`config.mk`:
```
export PLATFORM = sky130hd
export DESIGN_NAME = fib_hex_monitor
export DESIGN_NICKNAME = d
export VERILOG_FILES = /design/src/rtl/fib_hex_monitor.sv
export SDC_FILE = /design/constraint.sdc
export NUM_CORES = 1
export LEC_CHECK = 0
export BUFFER_PORTS_ARGS = -buffer_cell sky130_fd_sc_hd__buf_2
export CAP_MARGIN = 20
export CORE_ASPECT_RATIO = 1.4
export CORE_MARGIN = 1
export CORE_UTILIZATION = 25
export CTS_CLUSTER_DIAMETER = 80
export DETAILED_ROUTE_END_ITERATION = 6
export HOLD_SLACK_MARGIN = 0.02
export SLEW_MARGIN = 25
export SYNTH_ARGS = -nofsm -noshare
export SYNTH_HDL_FRONTEND = slang
export SYNTH_SLANG_ARGS = --single-unit
```
`constraint.sdc`:
```
create_clock -name clk -period 2.9 [get_ports clk]
set_input_delay 0.145 -clock clk [delete_from_list [all_inputs] [get_ports clk]]
set_output_delay 0.145 -clock clk [all_outputs]
set_load 0.01 [all_outputs]
```
`src/rtl/fib_hex_monitor.sv`:
```
// fib_hex_monitor: waits for the HEX2..HEX0 segment bundle to settle, decodes it
// and checks the value against an internally tracked Fibonacci sequence.
module fib_hex_monitor #(
  parameter int STABLE_CYCLES = 4
) (
  input  logic       clk,
  input  logic       reset,
  input  logic [6:0] HEX0,
  input  logic [6:0] HEX1,
  input  logic [6:0] HEX2,
  output logic [9:0] value,
  output logic       value_valid,
  output logic       match,
  output logic       mismatch,
  output logic       illegal,
  output logic       locked,
  output logic       ovf,
  output logic [7:0] err_count
);
  localparam int CW = $clog2(STABLE_CYCLES + 1);
  localparam logic [CW-1:0] STABLE_N = CW'(STABLE_CYCLES);
  localparam logic [CW-1:0] CNT_ONE  = CW'(1);
  localparam logic [3:0]    C_BLANK  = 4'd10;
  localparam logic [3:0]    C_E      = 4'd11;
  localparam logic [3:0]    C_BAD    = 4'd15;

  typedef enum logic [1:0] {S_SYNC = 2'd0, S_TRACK = 2'd1, S_OVF = 2'd2} state_t;

  function automatic logic [3:0] seg_code(input logic [6:0] seg);
    case (seg)
      7'b1000000: seg_code = 4'd0;
      7'b1111001: seg_code = 4'd1;
      7'b0100100: seg_code = 4'd2;
      7'b0110000: seg_code = 4'd3;
      7'b0011001: seg_code = 4'd4;
      7'b0010010: seg_code = 4'd5;
      7'b0000010: seg_code = 4'd6;
      7'b1111000: seg_code = 4'd7;
      7'b0000000: seg_code = 4'd8;
      7'b0010000: seg_code = 4'd9;
      7'b1111111: seg_code = C_BLANK;
      7'b0000110: seg_code = C_E;
      default:    seg_code = C_BAD;
    endcase
  endfunction

  logic [20:0]   w_bundle, r_prev, r_last_acc;
  logic [CW-1:0] r_cnt, w_run;
  logic          w_accept;
  logic [3:0]    w_c0, w_c1, w_c2, w_n0, w_n1, w_n2;
  logic          w_dig0, w_dig1, w_dig2, w_blk1, w_blk2, w_eee, w_legal, w_illegal;
  logic [9:0]    w_dec;

  state_t     r_state, w_state_nxt;
  logic [9:0] r_a, r_b, w_a_nxt, w_b_nxt, r_value, w_value_nxt;
  logic [7:0] r_err, w_err_nxt;
  logic       w_match_nxt, w_mm_nxt;
  logic       r_vv, r_match, r_mm, r_ill, r_locked, r_ovf;

  assign w_bundle = {HEX2, HEX1, HEX0};
  // Run length includes the current cycle; a new bundle restarts it at one.
  assign w_run    = (w_bundle != r_prev) ? CNT_ONE :
                    ((r_cnt == STABLE_N) ? r_cnt : r_cnt + CNT_ONE);
  assign w_accept = (w_run == STABLE_N) && (w_bundle != r_last_acc);

  assign w_c0   = seg_code(HEX0);
  assign w_c1   = seg_code(HEX1);
  assign w_c2   = seg_code(HEX2);
  assign w_dig0 = (w_c0 <= 4'd9);
  assign w_dig1 = (w_c1 <= 4'd9);
  assign w_dig2 = (w_c2 <= 4'd9);
  assign w_blk1 = (w_c1 == C_BLANK);
  assign w_blk2 = (w_c2 == C_BLANK);
  assign w_eee  = (w_c0 == C_E) && (w_c1 == C_E) && (w_c2 == C_E);
  assign w_legal = w_dig0 && (w_dig1 || w_blk1) && (w_dig2 || w_blk2) &&
                   !(w_blk1 && !w_blk2) &&
                   !(w_dig2 && (w_c2 == 4'd0)) &&
                   !(w_blk2 && w_dig1 && (w_c1 == 4'd0));
  assign w_illegal = !w_legal && !w_eee;
  assign w_n0  = w_dig0 ? w_c0 : 4'd0;
  assign w_n1  = w_dig1 ? w_c1 : 4'd0;
  assign w_n2  = w_dig2 ? w_c2 : 4'd0;
  assign w_dec = 10'(w_n2) * 10'd100 + 10'(w_n1) * 10'd10 + 10'(w_n0);

  // Stability tracker and last accepted bundle.
  always_ff @(posedge clk or posedge reset) begin
    if (reset) begin
      r_prev     <= {21{1'b1}};
      r_cnt      <= '0;
      r_last_acc <= {21{1'b1}};
    end else begin
      r_prev <= w_bundle;
      r_cnt  <= w_run;
      if (w_accept) begin
        r_last_acc <= w_bundle;
      end else begin
        r_last_acc <= r_last_acc;
      end
    end
  end

  // Next-state and compare logic evaluated on each accepted bundle.
  always_comb begin
    w_state_nxt = r_state;
    w_a_nxt     = r_a;
    w_b_nxt     = r_b;
    w_value_nxt = r_value;
    w_err_nxt   = r_err;
    w_match_nxt = 1'b0;
    w_mm_nxt    = 1'b0;
    if (w_accept) begin
      if (w_legal) begin
        w_value_nxt = w_dec;
      end else begin
        w_value_nxt = r_value;
      end
      if (w_legal && (w_dec == 10'd0)) begin
        w_state_nxt = S_TRACK;
        w_a_nxt     = 10'd1;
        w_b_nxt     = 10'd1;
      end else begin
        case (r_state)
          S_TRACK: begin
            if (w_legal && (w_dec == r_a)) begin
              w_match_nxt = 1'b1;
              // a==b only on the repeated 1, so skip a full step ahead.
              if (w_dec == r_b) begin
                w_a_nxt = r_a + r_b;
                w_b_nxt = r_a + {r_b[8:0], 1'b0};
              end else begin
                w_a_nxt = r_b;
                w_b_nxt = r_a + r_b;
              end
            end else if (w_eee && (r_a > 10'd255)) begin
              w_match_nxt = 1'b1;
              w_state_nxt = S_OVF;
            end else begin
              w_mm_nxt    = 1'b1;
              w_err_nxt   = (r_err == 8'd255) ? r_err : r_err + 8'd1;
              w_state_nxt = S_SYNC;
            end
          end
          S_SYNC:  w_state_nxt = S_SYNC;
          S_OVF:   w_state_nxt = S_OVF;
          default: w_state_nxt = S_SYNC;
        endcase
      end
    end else begin
      w_state_nxt = r_state;
    end
  end

  // State, expected pair and registered outputs.
  always_ff @(posedge clk or posedge reset) begin
    if (reset) begin
      r_state  <= S_SYNC;
      r_a      <= 10'd0;
      r_b      <= 10'd0;
      r_value  <= 10'd0;
      r_err    <= 8'd0;
      r_vv     <= 1'b0;
      r_match  <= 1'b0;
      r_mm     <= 1'b0;
      r_ill    <= 1'b0;
      r_locked <= 1'b0;
      r_ovf    <= 1'b0;
    end else begin
      r_state  <= w_state_nxt;
      r_a      <= w_a_nxt;
      r_b      <= w_b_nxt;
      r_value  <= w_value_nxt;
      r_err    <= w_err_nxt;
      r_vv     <= w_accept;
      r_match  <= w_match_nxt;
      r_mm     <= w_mm_nxt;
      r_ill    <= w_accept && w_illegal;
      r_locked <= (w_state_nxt == S_TRACK);
      r_ovf    <= (w_state_nxt == S_OVF);
    end
  end

  assign value       = r_value;
  assign value_valid = r_vv;
  assign match       = r_match;
  assign mismatch    = r_mm;
  assign illegal     = r_ill;
  assign locked      = r_locked;
  assign ovf         = r_ovf;
  assign err_count   = r_err;
endmodule

```
==> impl_metrics.ini, run 1 <==
[clocking]
cts_root_buf = clkbuf_16
clockBufferDepth = 2
cts_buffers = 9
insertion_delay_ns = 0.35
htreeDepth = 3
cts_tree = yes
clkSinkCount = 91
path_clk_slew_ns = 0.06

[placement]
port-buffer-count = 46
dpl.hpwl_um = 16000
globalplace.congestion = 0.843
placed_cells = 1254

[synthesis]
synth.avg_cell_area_sq_um = 9.78
synth_top_cell_by_area = dfrtp_1
ys.flop_type = dfrtp_1
async_flop_share_pct = 100
netlist.area_leader.share_pct = 17.5
synth_area_sq_um = 7030
synth_cell_types = 84
yosysWarnings = 0
synth-edff-count = 0
ys_ff_latch = 91
ys_top_cells_by_area = dfrtp_1 (17%), dfstp_2 (16%), ha_1 (8.0%)
syn_nets = 791
synthCells = 718
seq_area_frac_synth_pct = 33.2

[pwr]
sequentialPowerShare_pct = 41.2
totalPowerFinal_uw = 3160
p_comb_share_pct = 20.9
swShare_pct = 27.3
switchingPower_uw = 864
internal_power_uw = 2300
p_per_area_nw_per_um2 = 318
leakagePower_uw = 0.00438
clockPowerShare_pct = 37.8
irDropWorstVdd_uv = 237

[setup_path]
r2r_start = r_prev[17]
rr_worst_depth = 10
crit_fanout = 7
cp-end-kind = flop
worstSetupPathType = primary input to flop
reg2reg_to = err_count[1]
critPathRequiredTime_ns = 3.14
r2r_slack_ns = 0.13
cp-startpoint = HEX1[0]
start_kind = primary input
cp.arrival_ns = 4.65
endpoint = r_a[8]

[global_route]
grt-ovfl-total = 0
grt_pass1_wl_um = 33300
grt_usage_pct = 14.8
grt_pass1_vias = 6625
grt_max_degree = 38
antenna_found_initial = 1

[run]
drv_cap = 0

[routing]
drt_drc_violations_left = 0
met1_length_um = 7890
drtIter0Drc = 218
vias_per_cell = 4.87
routed-wl-met3_um = 495
ant_nets = 0
firstDrtPassIters = 4
drt-total-wl_um = 20400
route.met2.wl_um = 11200
top_layer = met4
num_vias = 6263
routedWlPerCell_um = 15.9

[cells_and_area]
layout_commonest_cell = buf_4
area_delta_synth_final_pct = 41.7
drive_gt1_share_pct = 45.4
final_cells = 1286
fillers = 2763
final_cell_mix = buf_4 (152), dfrtp_1 (49), nand2_1 (45)
final_nets = 983

[status]
status = complete, but fails checks
violations = negative setup slack

[die]
core_sq_um = 27700
chipHeight_um = 200
rows = 72
initial_core_util_pct = 25.4
dieWidth_um = 144
ios = 47
die_area_sq_um = 28800

[sta]
fin_hold_ws_ns = 0.0833
period_needed_ns = 4.42
drv_slew = 0
timing.fmax_ghz = 0.226
finClkSkew_ns = 0.00834
fin_crit_sh_pct = 152
rsz0062_at_grt = yes
fin_ws_ns = -1.52
hold_viol_final = 0
tightest_slew_ns = 0.552
finalSetupViolCount = 39
slew_headroom_pct = 63.1

[hold_path]
min_path_type = primary input to flop
[kinds of logic after synthesis]
logic type | synth area share, %
flip-flops | 33.2
XOR/XNOR | 12.6
other | 0.0534
buffers and inverters | 3.90
adder cells (fa/ha/maj) | 9.44
multiplexers | 7.23
AO/OA/AOI/OAI | 14.1
AND/OR/NAND/NOR | 19.5
[worst max-delay path, stage by stage]
cell	delay, ns
buf_6	0.09
or4_4	0.52
or3b_4	0.40
o41ai_4	0.08
ha_2	0.34
inv_2	0.06
fa_2	0.44
fa_2	0.64
xor2_1	0.16
nand3_1	0.11
nor3_2	0.24
nand4_1	0.17
or4_4	0.48
nor3_4	0.26
buf_12	0.18
mux2i_1	0.23
o31ai_2	0.07
[state kept, by name, summed over array words and instances, names as in the netlist, 2 cells and up]
signal      cells
r_last_acc     21
r_prev         21
r_a            10
r_b            10
value          10
err_count       8
r_cnt           3
r_state         2
[area by class of cell]
type / count / area (sq um) / share of cell area [%]
diodes: 1 / 2.50 / 0.0251
clock buffers: 11 / 233 / 2.34
clock inverters: 5 / 60.1 / 0.603
inverters: 20 / 76.3 / 0.767
multi-input cells: 566 / 5080 / 51.1
flip-flops and latches: 91 / 2330 / 23.4
well taps: 370 / 463 / 4.65
repair buffers: 222 / 1710 / 17.1
[Yosys cell counts (all sizes together) (19+ instances only)]
master  number
dfrtp       49
nand2       48
xnor2       47
xor2        46
ha          45
dfstp       42
o21ai       33
nor2        31
mux2        30
buf         29
nor4        22
inv         20
nand3       19
nand4       19
[timing repair]
item	in CTS	in global routing
pin swaps	20	33
cloned	1	1
hold endpoints to repair	9	0
setup buffers	7	8
hold buffers	1	0
gates resized for setup	55	45
endpoints found under the setup margin	39	41
[how the worst min path moves through the flow]
stage            start     endpoint  slack, ns  cells after the start
2_1_floorplan  HEX0[0]    r_prev[0]       0.15                      0
3_3_place_gp     reset  value_valid       0.20                      2
3_5_place_dp     reset  value_valid       0.20                      2
4_1_cts        HEX0[5]    r_prev[5]       0.07                      2
5_1_grt        HEX0[5]    r_prev[5]       0.08                      2
6_report       HEX0[2]    r_prev[2]       0.08                      2
[power by group through the flow]
| stage | sequential (uW) | clock (uW) | combinational [uW] |
|---|---|---|---|
| final | 1300 | 1200 | 661 |
| after global routing | 1300 | 1280 | 716 |
| after CTS | 1300 | 1220 | 618 |
| after detailed placement | 1330 | 0 | 571 |
| after global placement | 1320 | 0 | 568 |
| after floorplan | 1320 | 0 | 321 |
[per-layer routing]
| metal | vias to the layer above | GRT usage (%) |
|---|---|---|
| met3 | 45 | 2.34 |
| met2 | 89 | 27.9 |
| met4 | 0 | 6.69 |
| li1 | 3025 | - |
| met5 | - | 0 |
| met1 | 3104 | 15.7 |
[stage by stage]
stage | util (%) | worst slack, ns | setup TNS [ns] | area, sq um
finish | 36.0 | -1.52 | -51.23 | 9950
global route | 36.0 | -1.70 | -58.30 | 9950
CTS | 34.8 | -1.51 | -50.11 | 9640
detailed placement | 32.5 | -2.21 | -74.73 | 8990
global placement | 32.5 | -2.13 | -72.94 | 8990
floorplan | - | -1.83 | -57.25 | 7270
Power figures use the tool's default switching activity.
==> run 2: changes to the inputs <==
--- a/config.mk
+++ b/config.mk
@@ -13,6 +13,7 @@
 export CTS_CLUSTER_DIAMETER = 80
 export DETAILED_ROUTE_END_ITERATION = 6
 export HOLD_SLACK_MARGIN = 0.02
+export REMOVE_ABC_BUFFERS = 1
 export SLEW_MARGIN = 25
 export SYNTH_ARGS = -nofsm -noshare
 export SYNTH_HDL_FRONTEND = slang
==> run 2 against run 1 <==
The flow still finishes with violations (negative setup slack); die area stayed put; wire length is 0.62% higher; cell count is 1.2% lower; design area is 0.75% lower; count of clock-buffer cells in the layout is 2 lower; utilization is 0.27 points lower; largest power group unchanged; highest routed layer unchanged.
==> impl_metrics.ini, run 2 (synthesis results as in run 1) <==
[clocking]
cts_root_buf = clkbuf_16
cts_tree = yes
htreeDepth = 3
insertion_delay_ns = 0.36
cts_buffers = 9
clockBufferDepth = 2
clkSinkCount = 91
path_clk_slew_ns = 0.07

[routing]
vias_per_cell = 4.83
ant_nets = 0
drt-total-wl_um = 20500
drtIter0Drc = 245
drt_drc_violations_left = 0
routedWlPerCell_um = 16.2
num_vias = 6143
firstDrtPassIters = 4

[die]
die_area_sq_um = 28800
rows = 72
chipHeight_um = 200
ios = 47
dieWidth_um = 144
core_sq_um = 27700
initial_core_util_pct = 25.4

[global_route]
grt_pass1_vias = 6191
grt_max_degree = 50
antenna_found_initial = 0
grt-ovfl-total = 0
grt_usage_pct = 14.9
grt_pass1_wl_um = 32700

[cells_and_area]
layout_commonest_cell = buf_4
top_regs = r_last_acc: 21 flops, r_prev: 21 flops
final_nets = 969
area_delta_synth_final_pct = 40.6
antenna_cells = 0
final_cell_mix = buf_4 (144), dfrtp_1 (49), xnor2_1 (43), buf_2 (43)
drive_gt1_share_pct = 45.2

[sta]
slew_headroom_pct = 43.8
period_needed_ns = 4.45
tightest_slew_ns = 0.842
fin_ws_ns = -1.55
setup_tns_ns = -50.29
finalSetupViolCount = 39
drv_slew = 0
finClkSkew_ns = 0.00678
fin_crit_sh_pct = 153
hold_viol_final = 0
rsz0062_at_grt = yes
timing.fmax_ghz = 0.225

[setup_path]
reg2reg_to = r_b[9]
r2r_slack_ns = 0.03
crit_fanout = 6
cp.arrival_ns = 4.72
rr_worst_depth = 10
critPathRequiredTime_ns = 3.17
cp-end-kind = flop
endpoint = r_a[2]
cp-startpoint = HEX1[5]
r2r_start = r_b[0]
start_kind = primary input
worstSetupPathType = primary input to flop

[placement]
post-place-ws_ns = -2.29
dpl.hpwl_um = 15600
globalplace.congestion = 0.879
port-buffer-count = 46

[run]
drv_cap = 0

[hold_path]
min_path_type = primary input to flop

[pwr]
clockPowerShare_pct = 39.8
switchingPower_uw = 918
internal_power_uw = 2270
swShare_pct = 28.8
sequentialPowerShare_pct = 40.8
p_per_area_nw_per_um2 = 323
irDropWorstVdd_uv = 307
p_comb_share_pct = 19.3
leakagePower_uw = 0.00436

[status]
status = complete, but fails checks
violations = negative setup slack
==> run 2: cell types whose count changed in the layout (fill, tap and decap cells not counted), sizes merged <==
cell / before / now
clkbuf: 11 / 9
diode: 1 / 0
clkinv: 3 / 4
inv: 21 / 22
buf: 221 / 206
dlygate4sd3: 1 / 2
==> run 2: power by group through the flow <==
stage	registers, uW	clock network, uW	logic [uW]
global placement	1320	0	516
detailed placement	1330	0	520
global route	1300	1350	663
CTS	1300	1310	572
finish	1300	1270	617
floorplan	1320	0	242
==> run 2: critical path, cell delays in order <==
cell and delay [ns]:
buf_6 0.09, or4_4 0.53, or3b_4 0.40, o41ai_4 0.07, ha_2 0.35, inv_2 0.06, fa_1 0.46, fa_2 0.59
xor2_1 0.17, nand3_2 0.15, nor4_4 0.31, nand4_1 0.22, nor4_2 0.40, o211ai_1 0.23, buf_4 0.26, buf_12 0.14
o31ai_4 0.16
==> run 2: worst min-delay path by stage <==
| stage | start | endpoint | slack (ns) | depth (start not counted) |
|---|---|---|---|---|
| floorplan | HEX0[0] | r_prev[0] | 0.15 | 0 |
| global placement | reset | locked | 0.33 | 2 |
| detailed placement | reset | locked | 0.33 | 2 |
| CTS | HEX1[3] | r_prev[10] | 0.03 | 2 |
| global route | HEX0[0] | r_prev[0] | 0.04 | 2 |
| finish | HEX0[0] | r_prev[0] | 0.04 | 2 |
==> run 2: stage by stage <==
stage | total power (uW) | instances | instance area [sq um] | hold slack [ns] | utilization [%]
after floorplan | 1570 | 677 | 6830 | 0.149 | -
after global placement | 1840 | 1237 | 8650 | 0.332 | 31.3
after detailed placement | 1840 | 1237 | 8650 | 0.331 | 31.3
after CTS | 3180 | 1266 | 9440 | 0.0273 | 34.1
after global routing | 3310 | 1271 | 9880 | 0.0369 | 35.7
final | 3190 | 1271 | 9880 | 0.0417 | 35.7
==> run 2: metal layers <==
layer  track usage (%)  wire [um]  vias up  share of wire [%]
li1                  -          -     2995                  -
met1              15.4       7760     3038                 38
met2              28.2      11500       70                 56
met3              2.41        514       40                2.5
met4              7.29        736        0                3.6
met5                 0          0        -                  0
==> run 2: area by class of cell <==
| class | instances | area (sq um) |
|---|---|---|
| fillers | 2779 | 17800 |
| well taps | 370 | 463 |
| inverters | 20 | 76.3 |
| flip-flops and latches | 91 | 2330 |
| multi-input cells | 566 | 5100 |
| repair buffers | 208 | 1590 |
| clock buffers | 9 | 225 |
| clock inverters | 7 | 86.3 |
==> run 2: timing repair <==
item / 4_1_cts / 5_1_grt
endpoints found under the setup margin: 40 / 60
hold endpoints to repair: 14 / 0
pin swaps: 42 / 36
hold buffers: 2 / 0
resized for setup: 71 / 75
cloned: 2 / 0
setup buffers: 11 / 9
==> run 3: changes to the inputs <==
==> constraint.sdc (replaced) <==
create_clock -name clk -period 4.75 [get_ports clk]
set_input_delay 0.2375 -clock clk [delete_from_list [all_inputs] [get_ports clk]]
set_output_delay 0.2375 -clock clk [all_outputs]
set_load 0.01 [all_outputs]
==> run 3 against run 2 <==
The flow now finishes without violations; sequential cell count is the same; hold slack gained 0.093 ns; via count shrank 2.9%; largest power group unchanged; clock skew grew 0.0031 ns; sequential share of layout area grew 2.2 points; design area shrank 8.7%; total power shrank 42%; clock power shrank 43%; setup slack gained 1.7 ns; wire length shrank 3.6%; combinational power shrank 45%; highest routed layer unchanged; utilization shrank 3.1 points.
==> impl_metrics.ini, run 3 (synthesis results as in run 1) <==
[die]
rows = 72
initial_core_util_pct = 25.4
chipHeight_um = 200
dieWidth_um = 144
ios = 47
core_sq_um = 27700
die_area_sq_um = 28800

[hold_path]
hp-start = HEX0[0]
whs_path_depth = 2
min_path_type = primary input to flop

[clocking]
insertion_delay_ns = 0.36
clockBufferDepth = 2
path_clk_slew_ns = 0.08
htreeDepth = 3
clkSinkCount = 91
cts_tree = yes
cts_buffers = 9
cts_root_buf = clkbuf_16

[sta]
finalSetupViolCount = 0
hold_viol_final = 0
timing.fmax_ghz = 0.219
period_needed_ns = 4.56
fin_ws_ns = 0.190
drv_slew = 0
fin_crit_sh_pct = 96.0
finClkSkew_ns = 0.00990
slew_headroom_pct = 50.1
tightest_slew_ns = 0.745
rsz0062_at_grt = yes

[setup_path]
crit_fanout = 7
worstSetupPathType = primary input to flop
critPathRequiredTime_ns = 5.03
start_kind = primary input
cp.arrival_ns = 4.84
rr_worst_depth = 9
cp-end-kind = flop
cp-startpoint = HEX1[5]
r2r_start = r_prev[6]

[placement]
dpl.hpwl_um = 15200
port-buffer-count = 46
globalplace.congestion = 0.863
post-place-ws_ns = -0.400

[routing]
drtIter0Drc = 199
vias_per_cell = 4.84
routedWlPerCell_um = 16.1
num_vias = 5967
drt_drc_violations_left = 0
ant_nets = 0
drt-total-wl_um = 19800
firstDrtPassIters = 6

[pwr]
leakagePower_uw = 0.00402
p_per_area_nw_per_um2 = 207
totalPowerFinal_uw = 1860
irDropWorstVdd_uv = 171

[global_route]
grt_usage_pct = 14.3
antenna_found_initial = 0
grt-ovfl-total = 0
grt_pass1_vias = 6103
grt_max_degree = 61
grt_pass1_wl_um = 31300

[cells_and_area]
final_cell_mix = buf_4 (118), dfrtp_1 (49), nand2_1 (46), buf_2 (46), xnor2_1 (44)
drive_gt1_share_pct = 37.1
antenna_cells = 0
final_nets = 931
layout_commonest_cell = buf_4
fillers = 2894
top_regs = r_last_acc: 21 flops, r_prev: 21 flops
area_delta_synth_final_pct = 28.4
final_util_pct = 32.6

[run]
drv_cap = 0

[status]
status = finished clean
run 3: cell types whose count changed in the layout (fill, tap and decap cells not counted), sizes merged:
cell           change
clkdlybuf4s15      +1
bufinv             -1
buf               -40
clkinv             -1
clkbuf             +1
inv                +2
run 3: final cells by class:
type                    count  area, sq um  area share [%]
multi-input cells         566         4650            51.6
repair buffers            170         1200            13.3
clock inverters             7         67.6           0.749
well taps                 370          463            5.13
clock buffers               9          225            2.50
inverters                  20         80.1           0.888
flip-flops and latches     91         2330            25.8
run 3: what timing repair did:
action | in CTS | in global routing
setup endpoints to repair | 14 | 31
pin swaps | 0 | 22
hold buffers | 2 | 0
hold endpoints to repair | 47 | 0
resized for setup | 3 | 39
gates cloned | 0 | 2
buffers inserted | 0 | 9
run 3: per-layer routing:
layer / wire length, um / vias to the layer above / global-route usage [%]
met5: 0 / - / 0
met4: 744 / 0 / 6.57
met3: 556 / 45 / 2.68
met2: 10900 / 80 / 27.1
met1: 7570 / 2925 / 14.7
li1: - / 2917 / -
run 3: path summary, 6_finish.rpt:
path / endpoint / slack (ns)
min in group asynchronous: mismatch / 0.49
min reg2reg: value[3] / 0.49
max reg2reg: locked / 1.48
max: r_a[2] / 0.19
min: r_prev[0] / 0.13
max in group asynchronous: r_last_acc[9] / 3.37
run 3: power by group:
group	internal (uW)	leakage [uW]	switching, uW	total, uW
Sequential	792	0.00111	3.79	795
Clock	370	0.000146	360	730
Combinational	156	0.00277	182	337
Total	1320	0.00402	545	1860
run 3: critical path, stage by stage:
cell,delay [ns]
buf_2,0.12
or4_4,0.54
or3b_4,0.43
o41ai_4,0.08
ha_2,0.25
ha_4,0.14
ha_4,0.13
xnor2_2,0.11
ha_1,0.25
ha_1,0.28
or2_1,0.26
and3_4,0.20
a221oi_4,0.23
buf_6,0.14
xor3_1,0.24
nor4_2,0.31
o211ai_1,0.27
buf_4,0.28
buf_4,0.13
o31ai_2,0.20
run 3: metrics by stage:
step | cells | cell area [sq um] | hold WS [ns] | TNS (ns)
after floorplan | 677 | 6830 | 0.242 | -23.05
after CTS | 1222 | 8700 | 0.122 | 0
after global routing | 1233 | 9020 | 0.133 | -0.0788
after detailed placement | 1204 | 8370 | 0.335 | -9.45
final | 1233 | 9020 | 0.134 | 0
after global placement | 1204 | 8370 | 0.394 | -7.85
